==> config.mk <==
export PLATFORM = sky130hd
export DESIGN_NAME = fifo_burst_rd
export DESIGN_NICKNAME = d
export VERILOG_FILES = /design/src/rtl/fifo_burst_rd.sv
export SDC_FILE = /design/constraint.sdc
export NUM_CORES = 1
export LEC_CHECK = 0
export ABC_AREA = 1
export BUFFER_PORTS_ARGS = -buffer_cell sky130_fd_sc_hd__buf_2
export CAP_MARGIN = 20
export CORE_MARGIN = 4
export CORE_UTILIZATION = 57
export DETAILED_ROUTE_END_ITERATION = 10
export MAX_ROUTING_LAYER = met4
export PLACE_DENSITY = 0.8
export REMOVE_ABC_BUFFERS = 1
export SETUP_SLACK_MARGIN = 0.05
export SLEW_MARGIN = 20
export SYNTH_ARGS = -nofsm -noshare
export SYNTH_HDL_FRONTEND = slang
export SYNTH_SLANG_ARGS = --single-unit
==> constraint.sdc <==
create_clock -name rd_clk -period 1.9 [get_ports rd_clk]
set_clock_uncertainty 0.1 [all_clocks]
set_input_delay 0.095 -clock rd_clk [delete_from_list [all_inputs] [get_ports rd_clk]]
set_output_delay 0.095 -clock rd_clk [all_outputs]
set_load 0.1 [all_outputs]
==> src/rtl/fifo_burst_rd.sv <==
// fifo_burst_rd: reads fixed-length bursts of 16-bit words from a
// non-show-ahead FIFO and hands them to a valid/ready downstream port through
// a small output buffer. Reads are throttled so the buffer can never overflow.
// Optional feature macro: FIFO_BURST_RD_CHECKSUM_EN (per-burst modulo-2^16 sum).
module fifo_burst_rd #(
    parameter int BURST_LEN  = 64,
    parameter int OBUF_DEPTH = 4
) (
    input  logic        rd_clk,
    input  logic        rd_rst,
    input  logic        rd_empty,
    input  logic [8:0]  rd_usedw,
    input  logic [15:0] rd_data,
    output logic        rd_req,
    output logic        out_valid,
    input  logic        out_ready,
    output logic [15:0] out_data,
    output logic        burst_busy,
    output logic        burst_done,
    output logic [15:0] burst_cnt,
    output logic [15:0] burst_sum
);

    localparam int PW = $clog2(OBUF_DEPTH);
    localparam int CW = PW + 1;
    localparam logic [8:0]  LEN_C    = 9'(BURST_LEN);
    localparam logic [8:0]  LEN_M1_C = 9'(BURST_LEN - 1);
    localparam logic [CW:0] DEPTH_C  = (CW + 1)'(OBUF_DEPTH);

    typedef enum logic [1:0] {
        IDLE  = 2'd0,
        BURST = 2'd1,
        DRAIN = 2'd2
    } state_t;

    state_t          state_r;
    logic [8:0]      rd_cnt_r;      // reads issued in the current burst
    logic [8:0]      out_cnt_r;     // words handed downstream in the current burst
    logic            inflight_r;    // a read was issued last cycle; its word is on rd_data now
    logic            busy_r;
    logic [15:0]     burst_cnt_r;

    logic [15:0]     obuf_mem_r [OBUF_DEPTH];
    logic [PW-1:0]   wr_ptr_r;
    logic [PW-1:0]   rd_ptr_r;
    logic [CW-1:0]   obuf_cnt_r;

    logic            rd_req_s;
    logic            out_valid_s;
    logic [15:0]     out_data_s;
    logic            xfer_s;
    logic            last_xfer_s;
    logic [CW:0]     committed_s;

    // Decide whether a FIFO read may be issued this cycle: only inside a burst,
    // only when the FIFO has data, and only if every word already owed to the
    // buffer (stored plus in flight) still leaves room for one more.
    always_comb begin
        rd_req_s    = 1'b0;
        committed_s = {1'b0, obuf_cnt_r} + {{CW{1'b0}}, inflight_r};
        if ((state_r == BURST) && !rd_empty && (committed_s < DEPTH_C) && (rd_cnt_r < LEN_C)) begin
            rd_req_s = 1'b1;
        end else begin
            rd_req_s = 1'b0;
        end
    end

    // Downstream handshake decode and end-of-burst detection.
    always_comb begin
        out_valid_s = (obuf_cnt_r != {CW{1'b0}});
        out_data_s  = 16'h0000;
        if (out_valid_s) begin
            out_data_s = obuf_mem_r[rd_ptr_r];
        end else begin
            out_data_s = 16'h0000;
        end
        xfer_s      = out_valid_s && out_ready;
        last_xfer_s = (state_r == DRAIN) && xfer_s && (out_cnt_r == LEN_M1_C);
    end

    // Burst sequencer: read/transfer counters, busy flag and completed-burst count.
    always_ff @(posedge rd_clk or posedge rd_rst) begin
        if (rd_rst) begin
            state_r     <= IDLE;
            rd_cnt_r    <= 9'd0;
            out_cnt_r   <= 9'd0;
            inflight_r  <= 1'b0;
            busy_r      <= 1'b0;
            burst_cnt_r <= 16'h0000;
        end else begin
            inflight_r <= rd_req_s;
            case (state_r)
                IDLE: begin
                    if (rd_usedw >= LEN_C) begin
                        state_r   <= BURST;
                        busy_r    <= 1'b1;
                        rd_cnt_r  <= 9'd0;
                        out_cnt_r <= 9'd0;
                    end else begin
                        state_r <= IDLE;
                        busy_r  <= 1'b0;
                    end
                end
                BURST: begin
                    if (rd_req_s) begin
                        rd_cnt_r <= rd_cnt_r + 9'd1;
                    end else begin
                        rd_cnt_r <= rd_cnt_r;
                    end
                    if (xfer_s) begin
                        out_cnt_r <= out_cnt_r + 9'd1;
                    end else begin
                        out_cnt_r <= out_cnt_r;
                    end
                    // The final read moves us on immediately so rd_req drops as
                    // the count reaches the burst length.
                    if (rd_req_s && (rd_cnt_r == LEN_M1_C)) begin
                        state_r <= DRAIN;
                    end else begin
                        state_r <= BURST;
                    end
                end
                DRAIN: begin
                    if (xfer_s) begin
                        out_cnt_r <= out_cnt_r + 9'd1;
                    end else begin
                        out_cnt_r <= out_cnt_r;
                    end
                    if (last_xfer_s) begin
                        state_r     <= IDLE;
                        busy_r      <= 1'b0;
                        burst_cnt_r <= burst_cnt_r + 16'h0001;
                    end else begin
                        state_r <= DRAIN;
                    end
                end
                default: begin
                    state_r <= IDLE;
                    busy_r  <= 1'b0;
                end
            endcase
        end
    end

    // Output buffer bookkeeping: pointers and occupancy. The in-flight flag is
    // cleared by reset, so a word landing right after reset release is dropped.
    always_ff @(posedge rd_clk or posedge rd_rst) begin
        if (rd_rst) begin
            wr_ptr_r   <= {PW{1'b0}};
            rd_ptr_r   <= {PW{1'b0}};
            obuf_cnt_r <= {CW{1'b0}};
        end else begin
            if (inflight_r) begin
                wr_ptr_r <= wr_ptr_r + PW'(1);
            end else begin
                wr_ptr_r <= wr_ptr_r;
            end
            if (xfer_s) begin
                rd_ptr_r <= rd_ptr_r + PW'(1);
            end else begin
                rd_ptr_r <= rd_ptr_r;
            end
            case ({inflight_r, xfer_s})
                2'b10:   obuf_cnt_r <= obuf_cnt_r + CW'(1);
                2'b01:   obuf_cnt_r <= obuf_cnt_r - CW'(1);
                default: obuf_cnt_r <= obuf_cnt_r;
            endcase
        end
    end

    // Output buffer storage: capture the word returned for last cycle's read.
    always_ff @(posedge rd_clk) begin
        if (inflight_r) begin
            obuf_mem_r[wr_ptr_r] <= rd_data;
        end else begin
            obuf_mem_r[wr_ptr_r] <= obuf_mem_r[wr_ptr_r];
        end
    end

`ifdef FIFO_BURST_RD_CHECKSUM_EN
    logic [15:0] acc_r;
    logic [15:0] sum_r;

    // Per-burst checksum: accumulate transferred words, publish on the last one.
    always_ff @(posedge rd_clk or posedge rd_rst) begin
        if (rd_rst) begin
            acc_r <= 16'h0000;
            sum_r <= 16'h0000;
        end else if (last_xfer_s) begin
            sum_r <= acc_r + out_data_s;
            acc_r <= 16'h0000;
        end else if (xfer_s) begin
            acc_r <= acc_r + out_data_s;
        end else begin
            acc_r <= acc_r;
        end
    end

    assign burst_sum = sum_r;
`else
    assign burst_sum = 16'h0000;
`endif

    assign rd_req     = rd_req_s;
    assign out_valid  = out_valid_s;
    assign out_data   = out_data_s;
    assign burst_busy = busy_r;
    assign burst_done = last_xfer_s;
    assign burst_cnt  = burst_cnt_r;

endmodule

==> results.yml, run 1 <==
outcome:
  status: "finished clean"
pwr:
  powerDensity_nw_per_um2: 1618
  peakVddDrop_uv: 1258
  p_leak_uw: 0.003021
routing:
  firstDrtPassIters: 5
  vias: 4282
  drtAntennaViolNets: 0
  remaining_drc_errors: 0
  vias_per_cell: 5.313
  drt-total-wl_mm: 12.30
  wl_per_cell_um: 15.27
  drtIter0Drc: 215
sta:
  tns_ns: 0
  period_share_pct: 99.80
  fmax_mhz: 527.4
  rsz0062_at_grt: "true"
  slew_headroom_pct: 65.90
  maxSlewViolCount: 0
  worstMarginPinSlew_ns: 0.5151
  period_needed_ns: 1.896
  setup_slack_ns: 0.003857
  hold_violations: 0
  finalSetupViolations: 0
floorplanning:
  rows: 35
  coreArea_um2: 9196
  die_w_um: 104.9
  ios: 81
  die-area_um2: 11000
  start_util_pct: 58.18
  die_h_um: 104.9
cells_and_area:
  drive_gt1_share_pct: 25.32
  final_common_cell: "nand2_1"
  antenna_cells: 0
  area_growth_pct: 27.15
  nNetsFinal: 732
  final_cell_mix: "nand2_1 (122), nor2_1 (105), edfxtp_1 (64)"
clock_network:
  cts_root_buf: "clkbuf_8"
  clk_pin_slew_ns: 0.10
  tritoncts: "yes"
  clock_latency_ns: 0.38
  cts_buffers: 9
  clock-sinks: 109
  clockBufferDepth: 2
  h-tree-depth: 3
placed_design:
  dp.final_hpwl_mm: 7.950
  globalplace.congestion: 0.8685
  preCtsSetupSlack_ns: 0.02784
  io_buffers: 58
setup_path:
  rrSetupSlack_ns: 0.10
  cp.arrival_ns: 1.70
  endpoint_kind: "primary output"
  required_ns: 1.70
  startpoint_type: "flop"
  worstSetupPathType: "flop to primary output"
  path_max_fanout: 14
global_routing:
  grt_pass1_wl_mm: 19.83
  track_usage_pct: 23.18
  globalRouteOverflowTotal: 0
  grt_pass1_vias: 4207
  antenna_found_initial: 0
  grt_max_degree: 46
logic_synthesis:
  syn_inst: 580
  synthDistinctLibCells: 35
  ys_seq_area_share_pct: 56.97
  yosys_warnings: 0
  synth_area_um2: 5350
  synth_seq_cells: 109
  avgSynthCellArea_um2: 9.224
worst_hold_path:
  hp-class: "input port to flop"
flow_run:
  cap_violations: 0
-- through the flow --
stage	area, µm²	hold slack, ns	instances	power (µW)	util (%)
final	6803	0.05529	806	11010	73.97
after global routing	6803	0.08926	806	11480	73.97
after CTS	6674	0.01430	796	10810	72.57
after detailed placement	6067	0.05739	751	9008	65.97
after global placement	6067	0.05169	751	8857	65.97
after floorplan	5195	0.09387	564	6896	-
-- power breakdown --
part,leakage (µW),internal [µW],switching (µW),total [µW]
combinational,0.00178,2270,4240,6510
sequential,0.00115,2890,259,3150
clock,0.0000881,530,822,1350
-- cell families (layout without fill, tap and decap cells) --
logic type	after synthesis	after routing	share of synthesized area [%]
simple gates	281	281	22.24
compound gates	76	76	7.531
flops	109	109	56.97
fa+ha+maj	13	13	3.180
xor+xnor	13	13	2.128
other cells	1	16	0.07009
buf+inv	87	187	7.881
-- worst paths after layout --
path	startpoint	endpoint	depth (start not counted)
worst max register to register	obuf_cnt_r[0]	obuf_cnt_r[2]	8
worst max-delay path	rd_ptr_r[0]	out_data[0]	6
max in group asynchronous	rd_rst	out_cnt_r[4]	4
min in group asynchronous	rd_rst	burst_cnt[6]	4
worst min-delay path	rd_usedw[8]	state_r[0]	5
worst min register to register	rd_cnt_r[7]	rd_cnt_r[7]	2
-- state kept, by name, summed over array words and instances, names as in the netlist --
name,count
burst_cnt,16
rd_ptr_r,2
rd_cnt_r,9
inflight_r,1
out_cnt_r,9
wr_ptr_r,2
obuf_cnt_r,3
burst_busy,1
state_r,2
obuf_mem_r,64
-- cell type report --
type                    count  area, µm²
repair buffers            115       1115
inverters                  56      222.7
multi-input cells         399       2090
clock inverters             5      43.79
flip-flops and latches    109       3052
well taps                 111      138.9
fillers                   607       2394
clock buffers              11      141.4
-- cell usage after synthesis --
master / n / area, µm²
nor2_1: 110 / 412.9
xor2_1: 8 / 70.07
nand3_1: 22 / 110.1
nor3_2: 1 / 10.01
buf_1: 1 / 3.750
nand4_1: 5 / 31.28
nand2_2: 4 / 25.02
nor2_2: 4 / 25.02
clkbuf_1: 4 / 15.01
edfxtp_1: 64 / 1922
nor2_4: 2 / 22.52
a21oi_1: 19 / 95.09
buf_12: 1 / 20.02
o21ai_1: 12 / 60.06
conb_1: 1 / 3.750
dfrtp_1: 45 / 1126
nor3b_1: 1 / 7.510
nand2_1: 123 / 461.7
o21ai_0: 41 / 205.2
inv_1: 51 / 191.4
buf_2: 6 / 30.03
or2_2: 1 / 6.260
nor3_1: 3 / 15.01
nor2_8: 1 / 20.02
xnor2_1: 5 / 43.79
or2_1: 1 / 6.260
o21ai_2: 3 / 26.28
inv_2: 4 / 15.01
buf_4: 19 / 142.6
nand3b_1: 2 / 15.01
clkinv_1: 1 / 3.750
ha_1: 12 / 150.1
a21oi_4: 1 / 16.27
fa_1: 1 / 20.02
nand4_4: 1 / 21.27
-- routing by layer --
metal / global-route usage, % / share of wire (%) / vias up
met5: - / 0 / -
met4: 7.591 / 1.7 / 0
met3: 3.335 / 4.5 / 20
met2: 40.79 / 53 / 118
met1: 27.45 / 40 / 2078
li1: - / - / 2066
-- worst max-delay path, stage by stage, from the launching register on --
cell and delay, ns:
dfrtp_2 0.46, buf_8 0.17, nor2_1 0.05, nor2_1 0.11, o21ai_1 0.10, a21oi_2 0.22
buf_12 0.20
-- what timing repair did --
item	CTS	global route
gates resized for setup	45	29
setup buffers	12	9
pin swaps	10	17
hold buffers	17	1
setup endpoints to repair	19	33
endpoints found under the hold margin	109	1
Note: power is estimated with default switching activity, not from simulation.
==> run 2, diff against run 1 <==
--- a/config.mk
+++ b/config.mk
@@ -5,14 +5,13 @@
 export SDC_FILE = /design/constraint.sdc
 export NUM_CORES = 1
 export LEC_CHECK = 0
-export ABC_AREA = 1
 export BUFFER_PORTS_ARGS = -buffer_cell sky130_fd_sc_hd__buf_2
 export CAP_MARGIN = 20
 export CORE_MARGIN = 4
-export CORE_UTILIZATION = 57
+export CORE_UTILIZATION = 56
 export DETAILED_ROUTE_END_ITERATION = 10
 export MAX_ROUTING_LAYER = met4
-export PLACE_DENSITY = 0.8
+export PLACE_DENSITY = 0.79
 export REMOVE_ABC_BUFFERS = 1
 export SETUP_SLACK_MARGIN = 0.05
 export SLEW_MARGIN = 20
==> run 2 against run 1 <==
  * The flow now finishes with violations (negative setup slack)
  * Sequential power up 3%
  * Maximum frequency down 19%
  * Critical path depth unchanged
  * Combinational power up 8.4%
  * Via count down 14%
  * Synthesized cell count down 39%
  * Sequential share of layout area down 1.3 points
  * Cell area up 3.1%
  * Highest routed layer unchanged
==> results.yml, run 2 <==
sta:
  rsz0062_at_grt: "true"
  period_needed_ns: 2.332
  maxSlewViolCount: 0
  period_share_pct: 122.7
  worstMarginPinSlew_ns: 0.8101
  hold_violations: 0
  slew_headroom_pct: 45.99
  setup_slack_ns: -0.4316
  tns_ns: -12.09
  fmax_mhz: 428.9
  finalSetupViolations: 55
floorplanning:
  die-area_um2: 10290
  coreArea_um2: 8341
  rows: 33
  start_util_pct: 58.63
  die_h_um: 101.4
  ios: 81
  die_w_um: 101.4
logic_synthesis:
  synth_top_area_cell: "edfxtp_1"
  synth-async-reset-ratio_pct: 41.28
  avgSynthCellArea_um2: 13.81
  yosys_warnings: 0
  netlist_top_cells_count: "edfxtp_1 (64), dfrtp_1 (45), and2_1 (23)"
  synth_seq_cells: 109
  dominantRegCellSynth: "edfxtp_1"
  synth-edff-count: 64
  synth_area_um2: 4890
  ys_seq_area_share_pct: 62.33
  synthTopCellsByArea: "edfxtp_1 (39%), dfrtp_1 (23%), mux4_2 (7.4%)"
  syn_inst: 354
  synth.most_common_cell: "edfxtp_1"
  synth_top_area_share_pct: 39.30
  synthDistinctLibCells: 39
setup_path:
  cp_slowest_cell: "or4_4"
  startpoint_type: "flop"
  path_max_fanout: 6
  crit_chain: "inv_2, ha_4, or4b_4, or4_4, nor3_2, xnor2_1"
  cp.arrival_ns: 2.52
  cpPeakStageDelay_ns: 0.52
  required_ns: 2.09
  worstSetupPathType: "flop to flop"
  endpoint_kind: "flop"
  rrSetupSlack_ns: -0.43
cells_and_area:
  nNetsFinal: 552
  antenna_cells: 0
  final_cell_mix: "buf_4 (66), edfxtp_1 (64), dfrtp_1 (42)"
  regMostFlops: "obuf_mem_r"
  area_growth_pct: 43.37
  largest_reg_flops: 64
  final_core_util_pct: 84.05
  design_area_um2: 7010
  drive_gt1_share_pct: 49.32
  final_common_cell: "buf_4"
  num-fill-cells: 363
clock_network:
  clock-sinks: 109
  cts_buffers: 9
  clockBufferDepth: 2
  tritoncts: "yes"
  clk_pin_slew_ns: 0.11
  cts_root_buf: "clkbuf_8"
  h-tree-depth: 3
  clock_latency_ns: 0.38
placed_design:
  globalplace.congestion: 0.8262
  io_buffers: 58
  dp.final_hpwl_mm: 6.576
  place_area_um2: 5658
pwr:
  p_total_uw: 11750
  p_leak_uw: 0.002962
  powerDensity_nw_per_um2: 1676
  peakVddDrop_uv: 900.3
global_routing:
  antenna_found_initial: 0
  grt_pass1_wl_mm: 19.98
  track_usage_pct: 27.02
  grt_pass1_vias: 3770
  grt_max_degree: 46
  globalRouteOverflowTotal: 0
worst_hold_path:
  hp-class: "input port to flop"
routing:
  drtIter0Drc: 276
  drtAntennaViolNets: 0
  top_layer: "met4"
  firstDrtPassIters: 5
  wl_per_cell_um: 22.93
  wl_met2_mm: 7.812
  vias: 3697
  vias_per_cell: 5.963
  wl_met3_um: 862
  met1_length_mm: 4.894
  drt-total-wl_mm: 14.22
  remaining_drc_errors: 0
outcome:
  status: "finished, violations left"
  violations: "negative setup slack"
flow_run:
  cap_violations: 0
==> run 2: cell types whose count changed after synthesis, sizes merged, moves of 6 or more <==
cell / delta
or4: +8
buf: -8
nor2: -103
o21ai: -50
a21oi: -11
inv: -39
o31ai: +8
and3: +6
and2: +23
nand2: -107
xnor2: +10
mux4: +16
==> run 2: cell families after synthesis <==
logic type	Yosys count	share of synthesized area (%)
AND/OR/NAND/NOR	113	13.02
buffers and inverters	43	4.606
multiplexers	19	7.984
adder cells (fa/ha/maj)	13	3.480
flip-flops	109	62.33
other	1	0.07669
XOR/XNOR	24	4.299
AO/OA/AOI/OAI	32	4.197
==> run 2: per-layer routing <==
| layer | GRT usage [%] | up-vias |
|---|---|---|
| met1 | 29.34 | 1858 |
| met3 | 4.545 | 58 |
| met4 | 11.55 | 0 |
| li1 | - | 1571 |
| met5 | - | - |
| met2 | 48.54 | 210 |
==> run 2: worst max-delay path, delay by kind of cell (launching register included) <==
family / cells / cell delay, ns
adders and majority gates: 1 / 0.13
DFF: 1 / 0.41
xor gates and xnor gates: 1 / 0.20
buffers and inverters: 1 / 0.09
and+or+nand+nor: 3 / 1.32
==> run 2: what timing repair did <==
action	in CTS	in global routing
hold endpoints to repair	109	0
resized for setup	146	47
buffers inserted	22	9
gates cloned	1	0
hold buffers	17	0
setup endpoints to repair	56	59
pin swaps	32	36
==> run 2: stage by stage <==
stage / std cells / worst slack, ns / hold slack (ns)
6_report: 620 / -0.4316 / 0.03106
5_1_grt: 620 / -0.4542 / 0.04277
4_1_cts: 613 / -0.3497 / 0.01345
3_5_place_dp: 560 / -0.4163 / 0.1754
3_3_place_gp: 560 / -0.3586 / 0.1673
2_1_floorplan: 342 / -1.842 / 0.09387
==> run 2: path summary, 6_finish.rpt <==
check,from,to,cells past startpoint
worst max-delay path,state_r[0],burst_cnt[10],6
worst min-delay path,rd_usedw[8],state_r[0],3
worst max register to register,state_r[0],burst_cnt[10],6
worst min register to register,rd_cnt_r[8],rd_cnt_r[8],1
max in group asynchronous,rd_rst,obuf_cnt_r[2],4
min in group asynchronous,rd_rst,burst_cnt[2],4
==> run 2: where the power goes <==
| group | switching [µW] | internal, µW |
|---|---|---|
| clock | 911 | 519 |
| sequential | 300 | 2960 |
| combinational | 4090 | 2970 |
| total | 5300 | 6450 |
==> run 2: area by class of cell <==
type                            count  area, µm²  share of cell area [%]
Clock buffer                        9      123.9                   1.767
Clock inverter                      7      73.82                   1.053
Inverter                           16      67.56                  0.9638
Multi-Input combinational cell    217       2112                   30.13
Sequential cell                   109       3052                   43.53
Tap cell                          105      131.4                   1.874
Timing Repair Buffer              157       1450                   20.69
